$ cat config.mk
export PLATFORM = sky130hd
export DESIGN_NAME = sdiomux_shifter
export DESIGN_NICKNAME = d
export VERILOG_FILES = /design/src/rtl/sdiomux_pkg.sv /design/src/rtl/sdiomux_sync2.sv /design/src/rtl/sdiomux_shifter.sv
export SDC_FILE = /design/constraint.sdc
export NUM_CORES = 1
export LEC_CHECK = 0
export ABC_AREA = 0
export CORE_MARGIN = 5
export CORE_UTILIZATION = 25
export CTS_CLUSTER_SIZE = 20
export DETAILED_ROUTE_END_ITERATION = 16
export PLACE_DENSITY = 0.44
export SYNTH_ARGS = -nofsm -noshare
export SYNTH_HDL_FRONTEND = slang
export SYNTH_SLANG_ARGS = --single-unit
$ cat constraint.sdc
create_clock -name CLK -period 2.34 [get_ports CLK]
set_input_delay 0.468 -clock CLK [delete_from_list [all_inputs] [get_ports CLK]]
set_output_delay 0.468 -clock CLK [all_outputs]
set_load 0.05 [all_outputs]
$ cat src/rtl/sdiomux_pkg.sv
// rtl/sdiomux_pkg.sv - shared states and pad constants for the SDIO mux shifter
package sdiomux_pkg;

  typedef enum logic [1:0] {
    ST_IDLE  = 2'd0,
    ST_SHIFT = 2'd1,
    ST_GAP   = 2'd2,
    ST_RESP  = 2'd3
  } state_t;

  localparam logic DIR_TX = 1'b0;
  localparam logic DIR_RX = 1'b1;

  localparam logic PAD_EN_ON  = 1'b0;
  localparam logic PAD_EN_OFF = 1'b1;

endpackage

$ cat src/rtl/sdiomux_sync2.sv
// rtl/sdiomux_sync2.sv - two-flop synchronizer for the asynchronous pad input
module sdiomux_sync2 (
  input  logic clk,
  input  logic rst_n,
  input  logic d,
  output logic q
);

  logic meta;

  always_ff @(posedge clk or negedge rst_n) begin
    if (!rst_n) begin
      meta <= 1'b0;
      q    <= 1'b0;
    end else begin
      meta <= d;
      q    <= meta;
    end
  end

endmodule

$ cat src/rtl/sdiomux_shifter.sv
// rtl/sdiomux_shifter.sv - half-duplex serial engine for the SDIO mux pad cell
// Optional even-parity bit: define SDIOMUX_SHIFTER_PARITY_EN.
module sdiomux_shifter
  import sdiomux_pkg::*;
#(
  parameter int WIDTH = 8,
  parameter int DIV_W = 8
) (
  input  logic             CLK,
  input  logic             RST_N,
  input  logic [DIV_W-1:0] DIV,
  input  logic             CMD_VALID,
  output logic             CMD_READY,
  input  logic             CMD_DIR,
  input  logic [WIDTH-1:0] CMD_DATA,
  output logic             RSP_VALID,
  input  logic             RSP_READY,
  output logic [WIDTH-1:0] RSP_DATA,
  output logic             RSP_PAR_ERR,
  output logic             BUSY,
  output logic             O_DAT,
  output logic             O_EN,
  output logic             I_EN,
  input  logic             I_DAT
);

`ifdef SDIOMUX_SHIFTER_PARITY_EN
  localparam int PB = 1;
`else
  localparam int PB = 0;
`endif
  localparam int SW   = WIDTH + PB;
  localparam int NB_W = $clog2(SW + 1);

  state_t           state, state_d;
  logic             dir_q, dir_d;
  logic [DIV_W-1:0] div_q, div_d, pc, pc_d;
  logic [NB_W-1:0]  nb, nb_d;
  logic [SW-1:0]    sreg, sreg_d, tx_word;
  logic [WIDTH-1:0] rsp_data_d;
  logic             rsp_err_d, par_err, sync_dat, accept;
  logic             ready_d, o_en_d, i_en_d, o_dat_d, rsp_valid_d;

  sdiomux_sync2 u_sync (
    .clk   (CLK),
    .rst_n (RST_N),
    .d     (I_DAT),
    .q     (sync_dat)
  );

  assign accept = CMD_VALID && CMD_READY;
  assign BUSY   = (state != ST_IDLE);

`ifdef SDIOMUX_SHIFTER_PARITY_EN
  assign tx_word = {CMD_DATA, ^CMD_DATA};
  // RX register holds {data, received parity}; even parity means the XOR over all is 0
  assign par_err = (dir_q == DIR_RX) && (^sreg);
`else
  assign tx_word = CMD_DATA;
  assign par_err = 1'b0;
`endif

  always_ff @(posedge CLK or negedge RST_N) begin
    if (!RST_N) state <= ST_IDLE;
    else        state <= state_d;
  end

  always_comb begin
    state_d = state;
    case (state)
      ST_IDLE:  if (accept) state_d = ST_SHIFT;
      ST_SHIFT: if (pc == '0 && nb == NB_W'(1)) state_d = ST_GAP;
      ST_GAP:   if (pc == '0) state_d = ST_RESP;
      ST_RESP:  if (RSP_READY) state_d = ST_IDLE;
      default:  state_d = ST_IDLE;
    endcase
  end

  // TX rotates rather than shifts so the sent word is back in place for the echo
  always_comb begin
    sreg_d     = sreg;
    nb_d       = nb;
    pc_d       = pc;
    dir_d      = dir_q;
    div_d      = div_q;
    rsp_data_d = RSP_DATA;
    rsp_err_d  = RSP_PAR_ERR;
    case (state)
      ST_IDLE: begin
        if (accept) begin
          dir_d  = CMD_DIR;
          div_d  = DIV;
          pc_d   = DIV;
          nb_d   = NB_W'(SW);
          sreg_d = (CMD_DIR == DIR_TX) ? tx_word : '0;
        end
      end
      ST_SHIFT: begin
        if (pc == '0) begin
          nb_d   = nb - NB_W'(1);
          pc_d   = div_q;
          sreg_d = (dir_q == DIR_TX) ? {sreg[SW-2:0], sreg[SW-1]}
                                     : {sreg[SW-2:0], sync_dat};
        end else begin
          pc_d = pc - DIV_W'(1);
        end
      end
      ST_GAP: begin
        if (pc == '0) begin
          rsp_data_d = sreg[SW-1 -: WIDTH];
          rsp_err_d  = par_err;
        end else begin
          pc_d = pc - DIV_W'(1);
        end
      end
      default: ;
    endcase
  end

  // Pad-side values are computed from the next state so they register in step with it
  always_comb begin
    ready_d     = (state_d == ST_IDLE);
    rsp_valid_d = (state_d == ST_RESP);
    o_en_d      = (state_d == ST_SHIFT && dir_d == DIR_TX) ? PAD_EN_ON : PAD_EN_OFF;
    i_en_d      = (state_d == ST_SHIFT && dir_d == DIR_RX) ? PAD_EN_ON : PAD_EN_OFF;
    o_dat_d     = (state_d == ST_SHIFT && dir_d == DIR_TX) ? sreg_d[SW-1] : 1'b0;
  end

  always_ff @(posedge CLK or negedge RST_N) begin
    if (!RST_N) begin
      dir_q       <= DIR_TX;
      div_q       <= '0;
      pc          <= '0;
      nb          <= '0;
      sreg        <= '0;
      CMD_READY   <= 1'b0;
      RSP_VALID   <= 1'b0;
      RSP_DATA    <= '0;
      RSP_PAR_ERR <= 1'b0;
      O_DAT       <= 1'b0;
      O_EN        <= PAD_EN_OFF;
      I_EN        <= PAD_EN_OFF;
    end else begin
      dir_q       <= dir_d;
      div_q       <= div_d;
      pc          <= pc_d;
      nb          <= nb_d;
      sreg        <= sreg_d;
      CMD_READY   <= ready_d;
      RSP_VALID   <= rsp_valid_d;
      RSP_DATA    <= rsp_data_d;
      RSP_PAR_ERR <= rsp_err_d;
      O_DAT       <= o_dat_d;
      O_EN        <= o_en_d;
      I_EN        <= i_en_d;
    end
  end

endmodule

# Word level (Yosys, flattened, before mapping)
# Index checks and enable logic that the tools add are counted.
dict set report classes {
  eq_ne 9
  muxes 22
  n_bitwise 1
  n_addsub 2
  n_reduce_logical 14
}
# cell count
set op_table {}
lappend op_table {{8-bit two-way mux} 6}
lappend op_table {{8-bit one-hot mux with 3 select lines} 1}
lappend op_table {{8-bit one-hot mux with 2 select lines} 1}
lappend op_table {{8-bit zero test} 1}
lappend op_table {{2-bit two-way mux} 4}
lappend op_table {{4-bit two-way mux} 2}
lappend op_table {{2-bit one-hot mux with 4 select lines} 1}
lappend op_table {{4-bit one-hot mux with 2 select lines} 1}
lappend op_table {{8-bit by 1-bit subtractor with 8-bit output, second input constant} 1}
lappend op_table {{2-bit equality test, second input constant} 3}
lappend op_table {{1-bit two-way mux} 6}
lappend op_table {{2-bit inequality test, second input constant} 3}
lappend op_table {{3-bit AND reduction} 2}
lappend op_table {{2-bit by 1-bit equality test with 1-bit output, second input constant} 2}
lappend op_table {{4-bit by 1-bit equality test with 1-bit output, second input constant} 1}
lappend op_table {{1-bit logical AND} 4}
lappend op_table {{2-bit zero test} 2}
lappend op_table {{2-bit AND reduction} 2}
lappend op_table {{2-bit nonzero test} 2}
lappend op_table {{4-bit by 1-bit subtractor with 4-bit output, second input constant} 1}
lappend op_table {{3-bit nonzero test} 1}
lappend op_table {{1-bit inverter} 1}
dict set report totals {
  elab_cells 63
  input_bits 22
  register_bits 46
  out_inout_bits 15
}

# Depth between registers and ports, before layout
# Gate-level depths: netlist (run 1).
dict set report depth {
  ltp_word 7
  ltp_mapped 8
  depth_no_buf 7
}

# Cells and area by module
# From an unflattened synthesis (run 1), not the netlist that was laid out.
dict set report unflattened {
  hier_cells 235
  area_unflattened_um2 2457.4
}
# mod cells_per_inst seq_area_each_um2 area_per_inst_um2 instances
set modules_own_cells {}
lappend modules_own_cells {sdiomux_shifter 233 1103.6 2407.3 1}
lappend modules_own_cells {sdiomux_sync2 2 50.0 50.0 1}

# Worst setup path before layout (run 1)
# OpenSTA, ideal clock, no wires.
dict set report synth_path {
  path_type {reg2reg}
  from {register pc[0]}
  to {register sreg[0]}
  arrival_ns 1.992
  required_ns 2.215
  path_slack_ns 0.223
  period_less_slack_ns 2.117
  stages_incl_launch_ff 9
  setup_time_ns 0.125
  n_path_buf 2
  path_cell_list {dfrtp_1 inv_1 ha_1 or4b_1 buf_6 o21ai_4 and2_4 buf_12 mux2_4}
}
dict set report synth_via {
  elab_chain_cells 3
}
# item line
set synth_rtl {}
lappend synth_rtl {{from (decl)} sdiomux_shifter.sv:37} ;# logic [DIV_W-1:0] div_q, div_d, pc, pc_d;
lappend synth_rtl {{from (signal assigned)} sdiomux_shifter.sv:146} ;# pc <= pc_d;
lappend synth_rtl {{8-bit zero test} sdiomux_shifter.sv:99} ;# if (pc == '0) begin
lappend synth_rtl {{2-bit inequality test (no line)} n/a}
lappend synth_rtl {{3-bit AND reduction (no line)} n/a}
lappend synth_rtl {{to (signal assigned)} sdiomux_shifter.sv:148} ;# sreg <= sreg_d;
lappend synth_rtl {{to (decl)} sdiomux_shifter.sv:39} ;# logic [SW-1:0] sreg, sreg_d, tx_word;
# No other way between the ends.
# A chain may end at the register's enable or synchronous reset.

# Worst setup path in the final report (run 1)
dict set report layout_path {
  from {register pc[1]}
  to {register RSP_VALID}
}
dict set report layout_via {
  elab_chain_cells 5
  word_cells_on_any_way 6
  cone_classes {1 x eq/ne; 3 x mux; 2 x reduce/logical}
}
# item line
set layout_rtl {}
lappend layout_rtl {{8-bit zero test *} {sdiomux_shifter.sv:72, sdiomux_shifter.sv:73}}
lappend layout_rtl {{1-bit logical AND} sdiomux_shifter.sv:72} ;# ST_SHIFT: if (pc == '0 && nb == NB_W'(1)) state_d = ST_GAP;
lappend layout_rtl {{2-bit two-way mux} sdiomux_shifter.sv:72}
lappend layout_rtl {{2-bit one-hot mux with 4 select lines *} sdiomux_shifter.sv:70} ;# case (state)
lappend layout_rtl {{net state_d[0]} sdiomux_shifter.sv:35} ;# state_t state, state_d;
lappend layout_rtl {{2-bit equality test *} sdiomux_shifter.sv:123} ;# rsp_valid_d = (state_d == ST_RESP);
lappend layout_rtl {{net rsp_valid_d} sdiomux_shifter.sv:42} ;# logic ready_d, o_en_d, i_en_d, o_dat_d, rsp_valid_d;
lappend layout_rtl {{to (signal assigned)} sdiomux_shifter.sv:150} ;# RSP_VALID <= rsp_valid_d;
lappend layout_rtl {{to (decl)} sdiomux_shifter.sv:16} ;# output logic RSP_VALID,
# Mark *: on every way through the listed nets, which the timed path passes. The rest lies on a longest branch.

==> impl_metrics.toml, run 1 <==
[run_status]
status = "complete, no violations"

[floorplanning]
pin_count = 37
die_w_um = 110.8
start_util = 0.2587
rows = 36
die_h_um = 110.8
fp.coreArea_um2 = 9819
die_area_um2 = 12280

[logic_synthesis]
synth.area.top_cells = "dfrtp_1 43%, mux2_2 6.7%, ha_1 3.9%"
synth_top_area_cell = "dfrtp_1"
synth_top_cell_area_share = 0.4335
synth_cell_type_count = 62
syn-num-nets = 256
synth_edf_count = 0
yosysWarnings = 0
seq_area_frac_synth = 0.4542
synth_area_um2 = 2540
synthCells = 226
synthArstFlopShare = 1.000
avgSynthCellArea_um2 = 11.24
synth_flop_cell = "dfrtp_1"
ys_ff_latch = 46

[power_and_ir_drop]
seqPwrFrac = 0.352
p_comb_frac = 0.519
internal-power_mw = 2.111
leakage_nw = 1.359
power_density_nw_per_um2 = 1139
power.switching_mw = 1.529
ir_drop_uv = 335.8
swShare = 0.4200
clkPwrFrac = 0.129

[clock_tree]
cts_resized = 0
cts_buffers = 5
cts_hold_buf = 0
cts_tree = "done"
cts-root-buf = "clkbuf_8"
clk_pin_slew_ps = 90
clk_path_buf_depth = 2
clock_sinks = 46
htreeDepth = 2
clock_latency_ps = 300
cts_setup_buffers = 0

[global_routing]
met1_usage = 0.1419
grt_overflow_total = 0
grt_pass1_wl_um = 10740
grt_use_total = 0.1065
grtUsageMet3 = 0.02074
grt_use_met2 = 0.1727
grt_max_degree = 47
grt_pass1_vias = 2068
grt.busiest_layer = "met2"
antenna_found_initial = 0

[critical_path]
cp.required_ps = 2530
crit_fanout = 8
crit_arrival_ps = 2380
worstSetupEndpointType = "flip-flop"
r2r_slack_ps = 150
critPathKind = "reg2reg"
rr_worst_depth = 7
crit_path_max_incr_delay_ps = 560
reg2reg_to = "RSP_VALID"
crit_top_cell = "inv_1"
crit_path_cell_trace = "inv_1, ha_1, or4b_4, o31ai_1, a211o_1, inv_1, and2_1"
r2r-start = "pc[1]"
crit_path_start_kind = "flip-flop"
slowest_stage = "or4b_4"

[timing]
worst_pin_slew_ps = 501.2
fmax_mhz = 456.5
rsz0062_at_grt = "false"
hold_viol_final = 0
skew_ps = 6.784
period_share = 0.9361
fin_setup_tns_ps = 0
maxSlewViolCount = 0
relSlewSlack = 0.6648
worst_hold_slack_ps = 117.5
fin_crit_ps = 2191
finalSetupViolations = 0

[route]
vias = 1969
drc = 0
drtAntennaViolNets = 0
finalWirelength_um = 6424
avgViaCountPerCell = 4.838
first_pass_iters = 4
drtIter0Drc = 95
wl_per_cell_um = 15.78

[layout]
instances_no_fill = 407
multi_input_area_um2 = 1240
register_area_um2 = 1154
syn_to_final_growth_pct = 25.86
num-fill-cells = 1061
diodes = 0
nets = 304
drive_above_1_share = 0.2555

[placement]
port_buffers = 35
place_inst = 400
gp_congestion = 0.7943
dp_hpwl_um = 4649

[min_path]
hold_path_class = "in2async"

[flow_run]
max-cap-violations = 0
## cell type report
cell class                      instances  share of cell area
Timing Repair Buffer                   54              0.1558
Tap cell                              133             0.05205
Multi-Input combinational cell        151              0.3879
Inverter                               16             0.01879
Sequential cell                        46              0.3609
Clock buffer                            5             0.02153
Clock inverter                          2            0.003131
## how the worst max path moves through the flow
stage | startpoint | end | slack [ps] | cells past startpoint
2_1_floorplan | pc[0] | sreg[0] | 220 | 8
3_3_place_gp | pc[1] | RSP_VALID | 110 | 7
3_5_place_dp | pc[1] | RSP_VALID | 40 | 7
4_1_cts | pc[1] | RSP_VALID | 2 | 7
5_1_grt | pc[1] | RSP_VALID | 20 | 7
6_report | pc[1] | RSP_VALID | 150 | 7
## flip-flops by register name, indices dropped and copies added, names as in the netlist, 2 cells and up
register,flops
div_q,8
state,2
pc,8
RSP_DATA,8
sreg,8
nb,4
## per-layer routing
metal  vias to the layer above  wire [um]
met4                         0         87
met3                         5        242
li1                        953          -
met5                         -          0
met2                        41       3015
met1                       970       3079
## logic make-up (layout without fill, tap and decap cells)
kind of cell / after synthesis / in the layout / share of synthesized area
flops: 46 / 46 / 0.4542
buf+inv: 29 / 77 / 0.05911
mux: 24 / 24 / 0.1138
fa+ha+maj: 8 / 8 / 0.03941
simple gates: 54 / 54 / 0.1345
other cells: 1 / 1 / 0.001476
compound gates: 64 / 64 / 0.1975
## power by group through the flow
stage | combinational (mW) | clock, mW | sequential (mW)
global route | 2.08 | 0.513 | 1.32
floorplan | 1.31 | 0 | 1.33
finish | 1.89 | 0.470 | 1.28
global placement | 1.90 | 0 | 1.30
detailed placement | 1.89 | 0 | 1.29
CTS | 1.90 | 0.499 | 1.28
## critical path, delay by kind of cell (launching register included)
kind / cells / cell delay [ps]
simple gates: 2 / 700
flops: 1 / 440
fa+ha+maj: 1 / 220
compound gates: 2 / 550
buf+inv: 2 / 190
## layout by cell type, fill, tap and decap left out, types with 2 or more instances in the layout
master           netlist  final
a21o_1                 2      2
a21oi_1                5      5
a22o_1                 6      6
a22oi_1                4      4
a311oi_1               4      4
a31oi_1                3      3
a32o_1                 4      4
and2_1                 2      2
and4_2                 2      2
buf_4                  1     19
clkbuf_8               0      5
clkdlybuf4s50_1        0     33
clkinv_2               0      2
dfrtp_1               44     44
dfstp_2                2      2
ha_1                   8      8
inv_1                 16     16
mux2_2                15     15
mux2_4                 6      6
mux2i_1                3      3
nand2_1                6      6
nand3_1                3      3
nand4_1                2      2
nor2_1                 6      6
nor2b_1                2      2
nor3_1                 4      4
nor4_1                 2      2
o21ai_0               12     12
o221ai_1               2      2
o22ai_1                4      4
o311ai_2               2      2
o31ai_1                2      2
or2_2                  5      5
or3_1                  5      5
or3b_2                 2      2
or4_1                  4      4
## through the flow
step	instance area (um^2)	util	setup WS (ps)	power (mW)
after floorplan	2540	-	223.0	2.641
after global placement	3114	0.3172	110.4	3.192
after detailed placement	3114	0.3172	42.94	3.181
after CTS	3193	0.3252	1.608	3.681
after global routing	3197	0.3256	17.62	3.913
final	3197	0.3256	149.5	3.640
## Yosys cell counts (all sizes together), types with 2 or more instances
cell type and count:
a22oi 4, mux2 21, o21ai 14, mux2i 3
o221ai 2, and4 2, nand4 2, o31ai 2
inv 16, nor4b 2, ha 8, a311oi 4
or2 5, a21boi 2, nor2 6, and2 3
a21o 2, clkbuf 3, a21oi 5, o22ai 4
dfrtp 44, a31oi 3, nand3 4, nor4 2
or3 5, a22o 6, nor2b 2, buf 10
nand2 6, a32o 4, or3b 3, nor3 4
o311ai 4, or4 4, dfstp 2
Power figures use the tool's default switching activity.
==> run 2: changes to the inputs <==
GPL_TIMING_DRIVEN = 0   (was not set)
HOLD_SLACK_MARGIN = 0.02   (was not set)
==> impl_metrics.toml, run 2 (same netlist as run 1, synthesis figures left out) <==
[critical_path]
crit_fanout = 8
worstSetupEndpointType = "flip-flop"
crit_path_start_kind = "flip-flop"
r2r_slack_ps = 80
cp.required_ps = 2530
crit_arrival_ps = 2460
critPathKind = "reg2reg"

[power_and_ir_drop]
total_power_mw = 4.004
power_density_nw_per_um2 = 1211
leakage_nw = 1.405
ir_drop_uv = 393.7

[clock_tree]
clk_pin_slew_ps = 90
htreeDepth = 2
cts-root-buf = "clkbuf_8"
cts_hold_buf = 0
cts_tree = "done"
clock_latency_ps = 300
clock_sinks = 46
clk_path_buf_depth = 2
cts_buffers = 5

[placement]
port_buffers = 35
dp_hpwl_um = 4759
gp_congestion = 0.7660

[route]
drtAntennaViolNets = 0
drc = 0
vias = 1954
first_pass_iters = 4
wl_per_cell_um = 16.15
finalWirelength_um = 6607
drtIter0Drc = 106
avgViaCountPerCell = 4.778

[min_path]
hold_path_class = "in2async"

[timing]
worst_pin_slew_ps = 603.6
fmax_mhz = 441.8
hold_viol_final = 0
maxSlewViolCount = 0
skew_ps = 11.73
fin_crit_ps = 2263
finalSetupViolations = 0
period_share = 0.9672
relSlewSlack = 0.5976

[floorplanning]
die_area_um2 = 12280
rows = 36
start_util = 0.2587
die_h_um = 110.8
pin_count = 37
die_w_um = 110.8
fp.coreArea_um2 = 9819

[layout]
layout_common_cells = "41 x dfrtp_1, 33 x clkdlybuf4s50_1, 16 x inv_1, 15 x mux2_2, 12 x o21ai_0"
num-fill-cells = 1038
drive_above_1_share = 0.2862
nets = 305
fin_util = 0.3368
syn_to_final_growth_pct = 30.20
final_common_cell = "dfrtp_1"
diodes = 0

[global_routing]
antenna_found_initial = 0
grt_pass1_vias = 1999
grt_pass1_wl_um = 10980
grt_overflow_total = 0
grt_use_total = 0.1092
grt_max_degree = 25

[run_status]
status = "complete, no violations"

[flow_run]
max-cap-violations = 0
-- run 2: cell types whose count changed in the layout (fill, tap and decap cells not counted), moves of 2 or more --
| cell | change |
|---|---|
| buf_4 | -11 |
| buf_2 | +4 |
| clkbuf_2 | +3 |
| dfrtp_1 | -3 |
| dfrtp_2 | +3 |
| buf_6 | +2 |
| bufinv_16 | +2 |
| clkinv_2 | -2 |
| ha_1 | -2 |
| ha_2 | +2 |
-- run 2: per-layer routing --
layer,GRT usage,wire [um]
met1,0.1528,3285
met2,0.1687,3028
met3,0.02238,202
met4,0.03448,90
met5,0,0
-- run 2: what timing repair did --
| item | in CTS | in global routing |
|---|---|---|
| endpoints found under the setup margin | 14 | 25 |
| buffers inserted | 0 | 6 |
| resized for setup | 4 | 16 |
| pin swaps | 0 | 2 |
-- run 2: final cells by class --
class	instances	area [um^2]	area share
multi-input combinational	151	1285	0.3886
sequential	46	1157	0.3500
timing repair buffer	42	405.4	0.1226
tap	133	166.4	0.05032
buffer	13	95.09	0.02876
clock buffer	5	68.82	0.02081
clock inverter	3	68.82	0.02081
inverter	16	60.06	0.01816
-- run 2: power breakdown --
part	internal [mW]	total (mW)	switching, mW
clock network	0.428	0.720	0.292
registers	1.07	1.29	0.223
logic	0.899	1.99	1.09
total	2.40	4.00	1.61
-- run 2: per-stage QoR --
step	setup TNS [ps]	setup slack, ps	cell area [um^2]	cells	hold WS [ps]
finish	0	76.68	3307	409	139.5
detailed placement	-119.9	-26.16	3072	395	336.4
floorplan	0	223.0	2540	226	172.4
global placement	-28300	-636.1	3057	394	345.8
CTS	0	1.332	3213	403	151.5
global route	-48.91	-26.02	3307	409	188.9
-- run 2: worst max-delay path: stages, from the launching register on --
cell	delay, ps
dfrtp_2	420
inv_1	80
ha_2	230
or4b_1	460
buf_6	160
o21ai_4	200
and2_4	180
buf_12	120
mux2_4	290
-- run 2: path summary, 6_finish.rpt --
kind,start,cells after the start,to
max,pc[0],8,sreg[6]
min,RST_N,1,div_q[3]
max reg2reg,pc[0],8,sreg[6]
min reg2reg,u_sync.meta,0,u_sync.q
max in group asynchronous,RST_N,2,dir_q
min in group CLK,u_sync.meta,0,u_sync.q
==> run 3: changes to the inputs <==
SETUP_SLACK_MARGIN = 0.02   (was not set)
clock period = 2.24 ns   (was 2.34 ns; I/O delays follow)
==> impl_metrics.toml, run 3 (same netlist as run 1, synthesis figures left out) <==
[run_status]
status = "complete, no violations"

[timing]
worst_pin_slew_ps = 558.8
fmax_mhz = 471.8
period_share = 0.9463
rsz0062_at_grt = "true"
skew_ps = 9.999
finalSetupViolations = 0
fin_setup_tns_ps = 0
hold_viol_final = 0
fin_ws_ps = 120.3
fin_crit_ps = 2120
maxSlewViolCount = 0
relSlewSlack = 0.6274

[floorplanning]
die_area_um2 = 12280
pin_count = 37
die_w_um = 110.8
start_util = 0.2587
die_h_um = 110.8
fp.coreArea_um2 = 9819
rows = 36

[layout]
diodes = 0
layout_common_cells = "41 x dfrtp_1, 33 x clkdlybuf4s50_1, 15 x mux2_2, 14 x inv_1, 12 x o21ai_0"
nets = 306
final_common_cell = "dfrtp_1"
drive_above_1_share = 0.2924
final_cell_area_um2 = 3336
syn_to_final_growth_pct = 31.33

[critical_path]
setup.worst_path.start = "state[1]"
crit_arrival_ps = 1670
r2r-start = "pc[0]"
rr_worst_depth = 8
worstSetupEndpointType = "primary output"
critPathKind = "reg2out"
crit_fanout = 10
cp.required_ps = 1790
crit_path_start_kind = "flip-flop"

[global_routing]
grt_max_degree = 25
grt_use_total = 0.1108
grt_pass1_vias = 2029
grt_pass1_wl_um = 11150
grt_overflow_total = 0
antenna_found_initial = 0

[placement]
dp_hpwl_um = 4759
port_buffers = 35
gp_congestion = 0.7660
placed_area_um2 = 3072
dpl_worst_slack_ps = -126.2

[route]
avgViaCountPerCell = 4.802
wl_met2_um = 3039
drtAntennaViolNets = 0
vias = 1969
top_layer_used = "met4"
wl_met1_um = 3322
wl_per_cell_um = 16.26
route.met3.wl_um = 215
drtIter0Drc = 81
first_pass_iters = 4
finalWirelength_um = 6668
drc = 0

[clock_tree]
clk_path_buf_depth = 2
htreeDepth = 2
cts_buffers = 5
cts_tree = "done"
cts_hold_buf = 0
clock_sinks = 46
clk_pin_slew_ps = 90
cts-root-buf = "clkbuf_8"
clock_latency_ps = 300

[power_and_ir_drop]
leakage_nw = 1.423
ir_drop_uv = 411.5
total_power_mw = 4.234
power_density_nw_per_um2 = 1269

[flow_run]
max-cap-violations = 0

[min_path]
hold_path_class = "in2async"
## run 3: worst paths after layout
kind                             to  slack (ps)
max in group asynchronous     dir_q        1590
min reg2reg                u_sync.q         370
min in group CLK           u_sync.q         370
max                            BUSY         120
max reg2reg                 sreg[6]         120
min                        div_q[3]         120
## run 3: area by class of cell
class,instances,area [um^2]
Buffer,13,101.3
Clock buffer,5,68.82
Clock inverter,3,68.82
Fill cell,1035,6484
Inverter,16,60.06
Multi-Input combinational cell,151,1294
Sequential cell,46,1157
Tap cell,133,166.4
Timing Repair Buffer,43,419.2
## run 3: metrics by stage
| step | cells | util | hold slack [ps] |
|---|---|---|---|
| after detailed placement | 395 | 0.3128 | 336.4 |
| after global placement | 394 | 0.3113 | 345.8 |
| final | 410 | 0.3397 | 123.7 |
| after floorplan | 226 | - | 152.4 |
| after global routing | 410 | 0.3397 | 170.9 |
| after CTS | 408 | 0.3321 | 131.5 |
## run 3: what timing repair did
action                                  4_1_cts  5_1_grt
endpoints found under the setup margin       26       33
hold endpoints to repair                      0        0
setup buffers                                 5        2
pin swaps                                     1        0
gates resized for setup                      10       16
cloned                                        0        0
## run 3: power breakdown
part           switching [mW]  internal [mW]  total [mW]
combinational            1.16          0.977        2.14
clock                   0.304          0.447       0.751
sequential              0.228           1.12        1.34
total                    1.69           2.54        4.23
## run 3: worst max-delay path, stage by stage (launching register included)
cell and delay, ps:
dfrtp_2 440, inv_1 80, ha_1 170, buf_2 180
inv_1 120, clkdlybuf4s15_2 380
## run 3: layer usage
layer	up-vias	track usage
li1	953	-
met1	976	0.1541
met2	33	0.1727
met3	7	0.02238
met4	0	0.03448
met5	-	0
